[src/rtl/dft_pkg.sv]
// Shared definitions for the DFT frame sequencer: sizes, float constants,
// FSM state encoding and the 4-bit index bit-reversal helper.
package dft_pkg;

    localparam int N_PTS = 16;
    localparam int W     = 32;

    localparam logic [31:0] FP_ZERO = 32'h0000_0000;
    localparam logic [31:0] FP_ONE  = 32'h3F80_0000;

    typedef enum logic [2:0] {
        IDLE,
        LOAD,
        STREAM,
        WAIT_CORE,
        DONE
    } state_t;

    function automatic logic [3:0] bitrev4(input logic [3:0] v);
        return {v[0], v[1], v[2], v[3]};
    endfunction

endpackage

[src/rtl/dft_sample_mux.sv]
// Selects one sample from the captured frame for the current stream count.
// Optional feature macro: DFT_BITREV_ORDER_EN (bit-reversed emission order).
module dft_sample_mux #(
    parameter int N_PTS = dft_pkg::N_PTS,
    parameter int W     = dft_pkg::W
) (
    input  logic [N_PTS*W-1:0] frame,
    input  logic [3:0]         cnt,
    output logic [W-1:0]       sample,
    output logic [3:0]         idx
);
    import dft_pkg::*;

    logic [W-1:0] words [N_PTS];

    always_comb begin
        for (int unsigned j = 0; j < N_PTS; j++) begin
            words[j] = frame[j*W +: W];
        end
    end

`ifdef DFT_BITREV_ORDER_EN
    assign idx = bitrev4(cnt);
`else
    assign idx = cnt;
`endif

    assign sample = words[idx];

endmodule

[src/rtl/dft_frame_sequencer.sv]
// Captures a 16-point test frame and streams it to a DFT core, then waits for
// the core's completion pulse. Optional feature macro: DFT_BITREV_ORDER_EN.
module dft_frame_sequencer #(
    parameter int N_PTS = dft_pkg::N_PTS,
    parameter int W     = dft_pkg::W
) (
    input  logic               clk,
    input  logic               rst_n,
    input  logic               start_i,
    input  logic [2:0]         set_sel_i,
    input  logic               abort_i,
    output logic [2:0]         set_sel_o,
    input  logic [N_PTS*W-1:0] samples_i,
    output logic [W-1:0]       sample_o,
    output logic [3:0]         sample_idx_o,
    output logic               sample_valid_o,
    input  logic               sample_ready_i,
    output logic               sample_last_o,
    input  logic               core_done_i,
    output logic               busy_o,
    output logic               frame_done_o
);
    import dft_pkg::*;

    state_t             state, state_nxt;
    logic [3:0]         cnt;
    logic [N_PTS*W-1:0] frame;
    logic               valid_q;
    logic               xfer;
    logic               cnt_last;

    assign xfer     = valid_q && sample_ready_i;
    assign cnt_last = (cnt == 4'(N_PTS - 1));

    always_ff @(posedge clk or negedge rst_n) begin
        if (!rst_n) begin
            state <= IDLE;
        end else begin
            state <= state_nxt;
        end
    end

    always_comb begin
        state_nxt = state;
        if (abort_i) begin
            state_nxt = IDLE;
        end else begin
            case (state)
                IDLE:      if (start_i) state_nxt = LOAD;
                LOAD:      state_nxt = STREAM;
                STREAM:    if (xfer && cnt_last) state_nxt = WAIT_CORE;
                WAIT_CORE: if (core_done_i) state_nxt = DONE;
                DONE:      state_nxt = IDLE;
                default:   state_nxt = IDLE;
            endcase
        end
    end

    // Abort also masks the completion pulse if it lands in DONE.
    always_comb begin
        busy_o       = (state != IDLE);
        frame_done_o = (state == DONE) && !abort_i;
    end

    // Valid is registered, so the first beat appears one cycle after STREAM entry.
    always_ff @(posedge clk or negedge rst_n) begin
        if (!rst_n) begin
            set_sel_o <= '0;
            frame     <= {N_PTS{FP_ZERO}};
            cnt       <= '0;
            valid_q   <= 1'b0;
        end else if (abort_i) begin
            cnt     <= '0;
            valid_q <= 1'b0;
        end else begin
            if (state == IDLE && start_i) begin
                set_sel_o <= set_sel_i;
            end
            if (state == LOAD) begin
                frame <= samples_i;
            end
            if (state == STREAM) begin
                if (xfer) begin
                    cnt <= cnt + 4'd1;
                end
                valid_q <= !(xfer && cnt_last);
            end else begin
                valid_q <= 1'b0;
            end
        end
    end

    dft_sample_mux #(
        .N_PTS (N_PTS),
        .W     (W)
    ) u_mux (
        .frame  (frame),
        .cnt    (cnt),
        .sample (sample_o),
        .idx    (sample_idx_o)
    );

    assign sample_valid_o = valid_q;
    assign sample_last_o  = valid_q && cnt_last;

endmodule

[config.mk]
export PLATFORM = sky130hd
export DESIGN_NAME = dft_frame_sequencer
export DESIGN_NICKNAME = d
export VERILOG_FILES = /design/src/rtl/dft_pkg.sv /design/src/rtl/dft_sample_mux.sv /design/src/rtl/dft_frame_sequencer.sv
export SDC_FILE = /design/constraint.sdc
export NUM_CORES = 1
export LEC_CHECK = 0
export ABC_AREA = 1
export CAP_MARGIN = 40
export CORE_MARGIN = 10
export CORE_UTILIZATION = 31
export DETAILED_ROUTE_END_ITERATION = 16
export SYNTH_ARGS = -nofsm -noshare
export SYNTH_HDL_FRONTEND = slang
export SYNTH_SLANG_ARGS = --single-unit
export TNS_END_PERCENT = 10
[constraint.sdc]
create_clock -name clk -period 3.6 [get_ports clk]
set_input_delay 0.54 -clock clk [delete_from_list [all_inputs] [get_ports clk]]
set_output_delay 0.54 -clock clk [all_outputs]
set_load 0.01 [all_outputs]
==> flow_metrics.tcl, run 1 <==
set metrics [dict create \
    status "finished, violations left" \
    failed_checks "setup timing" \
    swShare 0.3618 \
    pwr-share-seq 0.393 \
    async_reset_ff_frac 1.000 \
    ir_drop_v 0.0003314 \
    synthXorXnorAreaFrac 0 \
    rrSetupSlack_ns 1.71 \
    tightest_slew_ns 0.8024 \
    routed_wl_microns 107900 \
    viasPerCell 4.678 \
    critPathLaunchType "register" \
    tritoncts "yes" \
    synth_top_family_by_area "simple AND/OR/NAND/NOR gates" \
    r2r_cells 6 \
    min_period_ns 3.649 \
    grt-ovfl-total 0 \
    clock_latency_ns 0.63 \
    path_class "reg -> out" \
    fin_skew_ns 0.02190 \
    place_ws_ns 0.4994 \
    route.met3.wl_microns 8397 \
    wl_met2_microns 50380 \
    io_pins 564 \
    max_freq_mhz 274.1 \
    powerDensity_nw_per_um2 677.6 \
    yosys.area_share.simple 0.2583 \
    grt_pass1_vias 23770 \
    hold_violations 0 \
    rsz0062_at_grt "yes" \
    r2r_start "state[2]$_DFFE_PN0P_" \
    synthAdderAreaFrac 0.0004899 \
    syn_area_sq_um 25540 \
    grt_use_total 0.2223 \
    leakagePower_nw 17.36 \
    yosysSeqAreaShare 0.5124 \
    synth_top_cell_by_area "dfrtp_1" \
    period_share 1.014 \
    die_w_microns 307.0 \
    ys_warn_count 0 \
    cts.sinks 523 \
    hp-start "samples_i[5]" \
    synth_compound_area_frac 0.1024 \
    clock-root-buffer "clkbuf_16" \
    grt_max_degree 130 \
    min_path_type "in -> reg" \
    yosys-top-cells-area "dfrtp_1, nand2_1, a21oi_1" \
    yosys-top-cells-count "nand2_1, inv_1, nor2_1" \
    pwr-share-clk 0.253 \
    rows 105 \
    max-slew-margin-rel 0.4651 \
    min_path_cells 3 \
    hpwl_microns 82120 \
    die-area_sq_um 94270 \
    slew_violations 0 \
    comb_power_share 0.353 \
    drive_gt1_frac 0.04835 \
    finalWeightedCongestion 0.8933 \
    syn_to_final_growth_pct 34.88 \
    port_buffers 563 \
    cp_data_arrival_time_ns 3.11 \
    die_h_microns 307.0 \
    synth_nets 3982 \
    worst_ep_required_time_ns 3.06 \
    cts_buffer_depth 3 \
    grt_pass1_wl_microns 156800 \
    fin_setup_tns_ns -0.04867 \
    initial_core_util 0.3120 \
    drc_errors 0 \
    ys.flop_type "dfrtp_1" \
    highest_layer "met5" \
    dr.first_iter.drc_count 1772 \
    cts_buffers 60 \
    synth_mux_area_frac 0 \
    ys_seq_elements 523 \
    detail-route-antenna-nets 0 \
    cts_max_level 2 \
    endpoint_kind "primary output" \
    met1_length_microns 46030 \
    via_count 23750 \
    nNetsFinal 4474 \
    dp.cells 4953 \
    p_int_mw 14.90 \
    antenna_found_initial 19 \
    syn_inst 3460 \
    final_cell_count_no_fill 5076 \
    synth_cell_types 22 \
    switchingPower_mw 8.445 \
    synth_edf_count 0 \
    worstPathMaxFanout 39 \
    clkTransAtPathRegs_ns 0.06 \
    setup_slack_ns -0.04867 \
    synth.most_common_cell "nand2_1" \
    syn_area_per_cell_sq_um 7.381 \
    finalSetupViolations 1 \
    min_to "frame[5]$_DFFE_PN0P_" \
    synth_top_area_share 0.5124 \
    wl_per_cell_microns 21.25 \
    core-area_sq_um 81850 \
    first_pass_iters 6 \
    rr_endpoint "frame[305]$_DFFE_PN0P_" \
    maxCapViolCount 0 \
]
==> flip-flops by register name (all words and copies together) (netlist names) <==
name / cells
state: 3
cnt: 4
frame: 512
set_sel_o: 3
sample_valid_o: 1
==> kinds of logic after synthesis <==
kind of cell	after synthesis
adders and majority gates	1
and+or+nand+nor	1640
AOI/OAI and AO/OA	522
buffers and inverters	774
DFF	523
==> routing by layer <==
layer / vias up / global-route usage
met5: - / 0
met4: 12 / 0.07251
met3: 136 / 0.05814
met2: 735 / 0.3548
met1: 11300 / 0.2903
li1: 11570 / -
==> worst max-delay path, stage by stage (launching register included) <==
cell             delay [ns]
dfrtp_4                0.60
inv_16                 0.22
buf_4                  0.25
nand2_1                0.07
nand3_1                0.06
nand3_1                0.24
nand3_2                0.25
nand2_1                0.18
clkdlybuf4s50_1        0.55
==> placed cells by master (no fill, tap or decap), drive strengths merged <==
cell           instances
clkinvlp               1
dfrtp                523
and3                   1
dlymetal6s2s           8
clkinv                13
nand4                  4
nor2                 556
a21oi                481
inv                  559
clkbuf                87
a21o                   1
buf                   83
ha                     1
nand2                752
bufbuf                 2
diode                 14
nor3                   1
nand3                326
clkdlybuf4s50        539
bufinv                 2
o21ai                 39
a31oi                  1
dlygate4sd3            1
dlygate4sd2           11
==> power groups by stage <==
stage / sequential [mW] / combinational [mW] / clock (mW)
finish: 9.18 / 8.24 / 5.92
global route: 9.44 / 9.32 / 6.28
CTS: 9.18 / 8.32 / 6.04
detailed placement: 9.28 / 8.28 / 0
global placement: 9.20 / 8.14 / 0
floorplan: 9.09 / 5.07 / 0
==> cell type report <==
type | count | area (sq um)
Antenna cell | 14 | 35.03
Fill cell | 8481 | 47400
Clock inverter | 15 | 142.6
Sequential cell | 523 | 13100
Tap cell | 1070 | 1339
Multi-Input combinational cell | 2163 | 9274
Clock buffer | 87 | 1723
Inverter | 560 | 2127
Timing Repair Buffer | 644 | 6710
==> stage by stage <==
step           power, mW  area (sq um)  utilization  hold slack (ns)
6_report           23.34         34450       0.4209           0.4782
5_1_grt            25.05         34440       0.4208           0.4752
4_1_cts            23.54         34390       0.4201           0.4400
3_5_place_dp       17.57         32310       0.3948           0.4751
3_3_place_gp       17.34         32300       0.3947           0.4677
2_1_floorplan      14.16         25540            -           0.2444
==> repair_timing <==
item | 4_1_cts | 5_1_grt
resized for setup | 34 | 10
hold endpoints to repair | 36 | 0
setup endpoints to repair | 28 | 16
gates cloned | 3 | 0
hold buffers | 1 | 0
buffers inserted | 3 | 0
==> worst max-delay path by stage <==
stage | slack (ns) | cells past startpoint | startpoint | endpoint
2_1_floorplan | 1.68 | 8 | cnt[0]$_DFFE_PN0P_ | sample_o[12]
3_3_place_gp | 0.50 | 8 | cnt[0]$_DFFE_PN0P_ | sample_o[15]
3_5_place_dp | 0.50 | 8 | cnt[0]$_DFFE_PN0P_ | sample_o[15]
4_1_cts | -0.02 | 8 | cnt[0]$_DFFE_PN0P_ | sample_o[15]
5_1_grt | -0.10 | 8 | cnt[0]$_DFFE_PN0P_ | sample_o[15]
6_report | -0.05 | 8 | cnt[0]$_DFFE_PN0P_ | sample_o[15]
Note: power is estimated with default switching activity, not from simulation.
==> inputs of run 2 (changes only) <==
--- a/config.mk
+++ b/config.mk
@@ -9,6 +9,7 @@
 export CAP_MARGIN = 40
 export CORE_MARGIN = 10
 export CORE_UTILIZATION = 31
+export CTS_CLUSTER_SIZE = 20
 export DETAILED_ROUTE_END_ITERATION = 16
 export SYNTH_ARGS = -nofsm -noshare
 export SYNTH_HDL_FRONTEND = slang
==> results of run 2 <==
Final layout, timing and power as in run 1 (identical DEF).
==> inputs of run 3 (changes only) <==
--- a/config.mk
+++ b/config.mk
@@ -6,9 +6,9 @@
 export NUM_CORES = 1
 export LEC_CHECK = 0
 export ABC_AREA = 1
-export CAP_MARGIN = 40
 export CORE_MARGIN = 10
 export CORE_UTILIZATION = 31
+export CTS_CLUSTER_DIAMETER = 200
 export CTS_CLUSTER_SIZE = 20
 export DETAILED_ROUTE_END_ITERATION = 16
 export SYNTH_ARGS = -nofsm -noshare
==> flow_metrics.tcl, run 3 (synthesized netlist as in run 1, its figures left out) <==
set metrics [dict create \
    grt_pass1_wl_microns 156300 \
    core-area_sq_um 81850 \
    cts_buffers 30 \
    slew_violations 0 \
    detail-route-antenna-nets 0 \
    power.total_mw 21.02 \
    finalSetupViolations 0 \
    min_period_ns 3.484 \
    hold_violations 0 \
    tightest_slew_ns 0.8133 \
    cp_data_arrival_time_ns 2.94 \
    cts_max_level 1 \
    die_w_microns 307.0 \
    antenna_found_initial 18 \
    fin_setup_tns_ns 0 \
    layout_common_cells "nand2_1, inv_1, nor2_1, clkdlybuf4s50_1, dfrtp_1" \
    maxCapViolCount 0 \
    viasPerCell 4.743 \
    max_freq_mhz 287.0 \
    rsz0062_at_grt "yes" \
    drc_errors 0 \
    p_int_mw 12.99 \
    fin_skew_ns 0.01795 \
    critPathLaunchType "register" \
    dr.first_iter.drc_count 2070 \
    period_share 0.9678 \
    nFillCells 8507 \
    port_buffers 563 \
    clock_latency_ns 0.63 \
    max-slew-margin-rel 0.4537 \
    largest-register "frame" \
    final_common_cell "nand2_1" \
    die_h_microns 307.0 \
    initial_core_util 0.3120 \
    largestRegisters "frame: 512 flops, cnt: 4 flops" \
    endpoint_kind "primary output" \
    powerDensity_nw_per_um2 628.2 \
    route.met3.wl_microns 8636 \
    hpwl_microns 82120 \
    leakagePower_nw 16.94 \
    syn_to_final_growth_pct 31.04 \
    comb_power_share 0.392 \
    ir_drop_v 0.0003912 \
    rows 105 \
    via_count 23760 \
    tritoncts "yes" \
    setup_slack_ns 0.1158 \
    swShare 0.3823 \
    min_path_type "in -> reg" \
    grt-ovfl-total 0 \
    die-area_sq_um 94270 \
    clock-root-buffer "clkbuf_16" \
    status "finished clean" \
    clkTransAtPathRegs_ns 0.10 \
    met1_length_microns 45690 \
    wl_met2_microns 50300 \
    drive_gt1_frac 0.03716 \
    io_pins 564 \
    path_class "reg -> out" \
    worst_ep_required_time_ns 3.06 \
    multi_input_area_sq_um 9289 \
    nNetsFinal 4448 \
    first_pass_iters 5 \
    place_ws_ns 0.4977 \
    wl_per_cell_microns 21.51 \
    hold_ws_ns 0.4558 \
    worstPathMaxFanout 44 \
    cts_buffer_depth 3 \
    pwr-share-clk 0.173 \
    highest_layer "met5" \
    post-route-util 0.4089 \
    pwr-share-seq 0.435 \
    seq_area_sq_um 13100 \
    cts.sinks 523 \
    grt_max_degree 130 \
    grt_use_total 0.2216 \
    routed_wl_microns 107800 \
    finalWeightedCongestion 0.8933 \
    grt_pass1_vias 23540 \
    largest_reg_flops 512 \
    switchingPower_mw 8.037 \
]
run 3: changes by cell type in the layout (fill, tap and decap cells not counted), moves of 3 or more:
cell and change:
clkinv_2 -10, dlymetal6s2s_1 +5, buf_4 +3, clkbuf_1 -12
clkbuf_16 -29, clkdlybuf4s50_1 -7, clkbuf_8 -12, diode_2 -3
run 3: final timing paths:
kind / from / endpoint / slack [ns] / cells past startpoint
max in group asynchronous: rst_n / set_sel_o[2]$_DFFE_PN0P_ / 2.06 / 4
max: cnt[0]$_DFFE_PN0P_ / sample_o[5] / 0.12 / 11
min in group asynchronous: rst_n / frame[372]$_DFFE_PN0P_ / 0.52 / 2
min: samples_i[0] / frame[0]$_DFFE_PN0P_ / 0.46 / 3
max reg2reg: state[2]$_DFFE_PN0P_ / frame[305]$_DFFE_PN0P_ / 1.66 / 6
min reg2reg: frame[25]$_DFFE_PN0P_ / frame[25]$_DFFE_PN0P_ / 0.49 / 2
run 3: metal layers:
layer,vias up,track usage
met5,-,0
met4,14,0.06524
met3,128,0.05539
met2,796,0.3567
met1,11360,0.2911
li1,11460,-
run 3: metrics by stage:
| stage | std cells | area (sq um) |
|---|---|---|
| 3_3_place_gp | 4952 | 32300 |
| 6_report | 5010 | 33470 |
| 2_1_floorplan | 3460 | 25540 |
| 5_1_grt | 5009 | 33460 |
| 4_1_cts | 4999 | 33390 |
| 3_5_place_dp | 4952 | 32300 |
run 3: timing repair:
item | 4_1_cts | 5_1_grt
setup endpoints to repair | 28 | 15
buffers inserted | 7 | 0
hold endpoints to repair | 68 | 0
cloned | 4 | 0
resized for setup | 35 | 18
hold buffers | 1 | 0
pin swaps | 0 | 1
run 3: final cells by class:
cell class	instances	share of cell area
Sequential cell	523	0.3913
Multi-Input combinational cell	2163	0.2776
Timing Repair Buffer	647	0.2023
Inverter	560	0.06356
Tap cell	1070	0.04000
Clock buffer	34	0.02352
Antenna cell	11	0.0008225
Clock inverter	1	0.0005982
Timing Repair inverter	1	0.0002617
run 3: critical path, stage by stage, from the launching register on:
cell and delay [ns]:
dfrtp_4 0.51, buf_12 0.16, buf_12 0.13, bufbuf_16 0.33, nand2_1 0.10, nand3_1 0.10
nand2_1 0.09, nand2_1 0.07, nand2_1 0.07, inv_1 0.04, nand2_1 0.07, clkdlybuf4s50_1 0.62
run 3: power groups by stage:
stage	sequential, mW	combinational, mW	clock, mW
3_5_place_dp	9.28	8.28	0
3_3_place_gp	9.20	8.14	0
5_1_grt	9.41	9.32	3.92
4_1_cts	9.15	8.31	3.76
6_report	9.15	8.23	3.64
2_1_floorplan	9.09	5.07	0
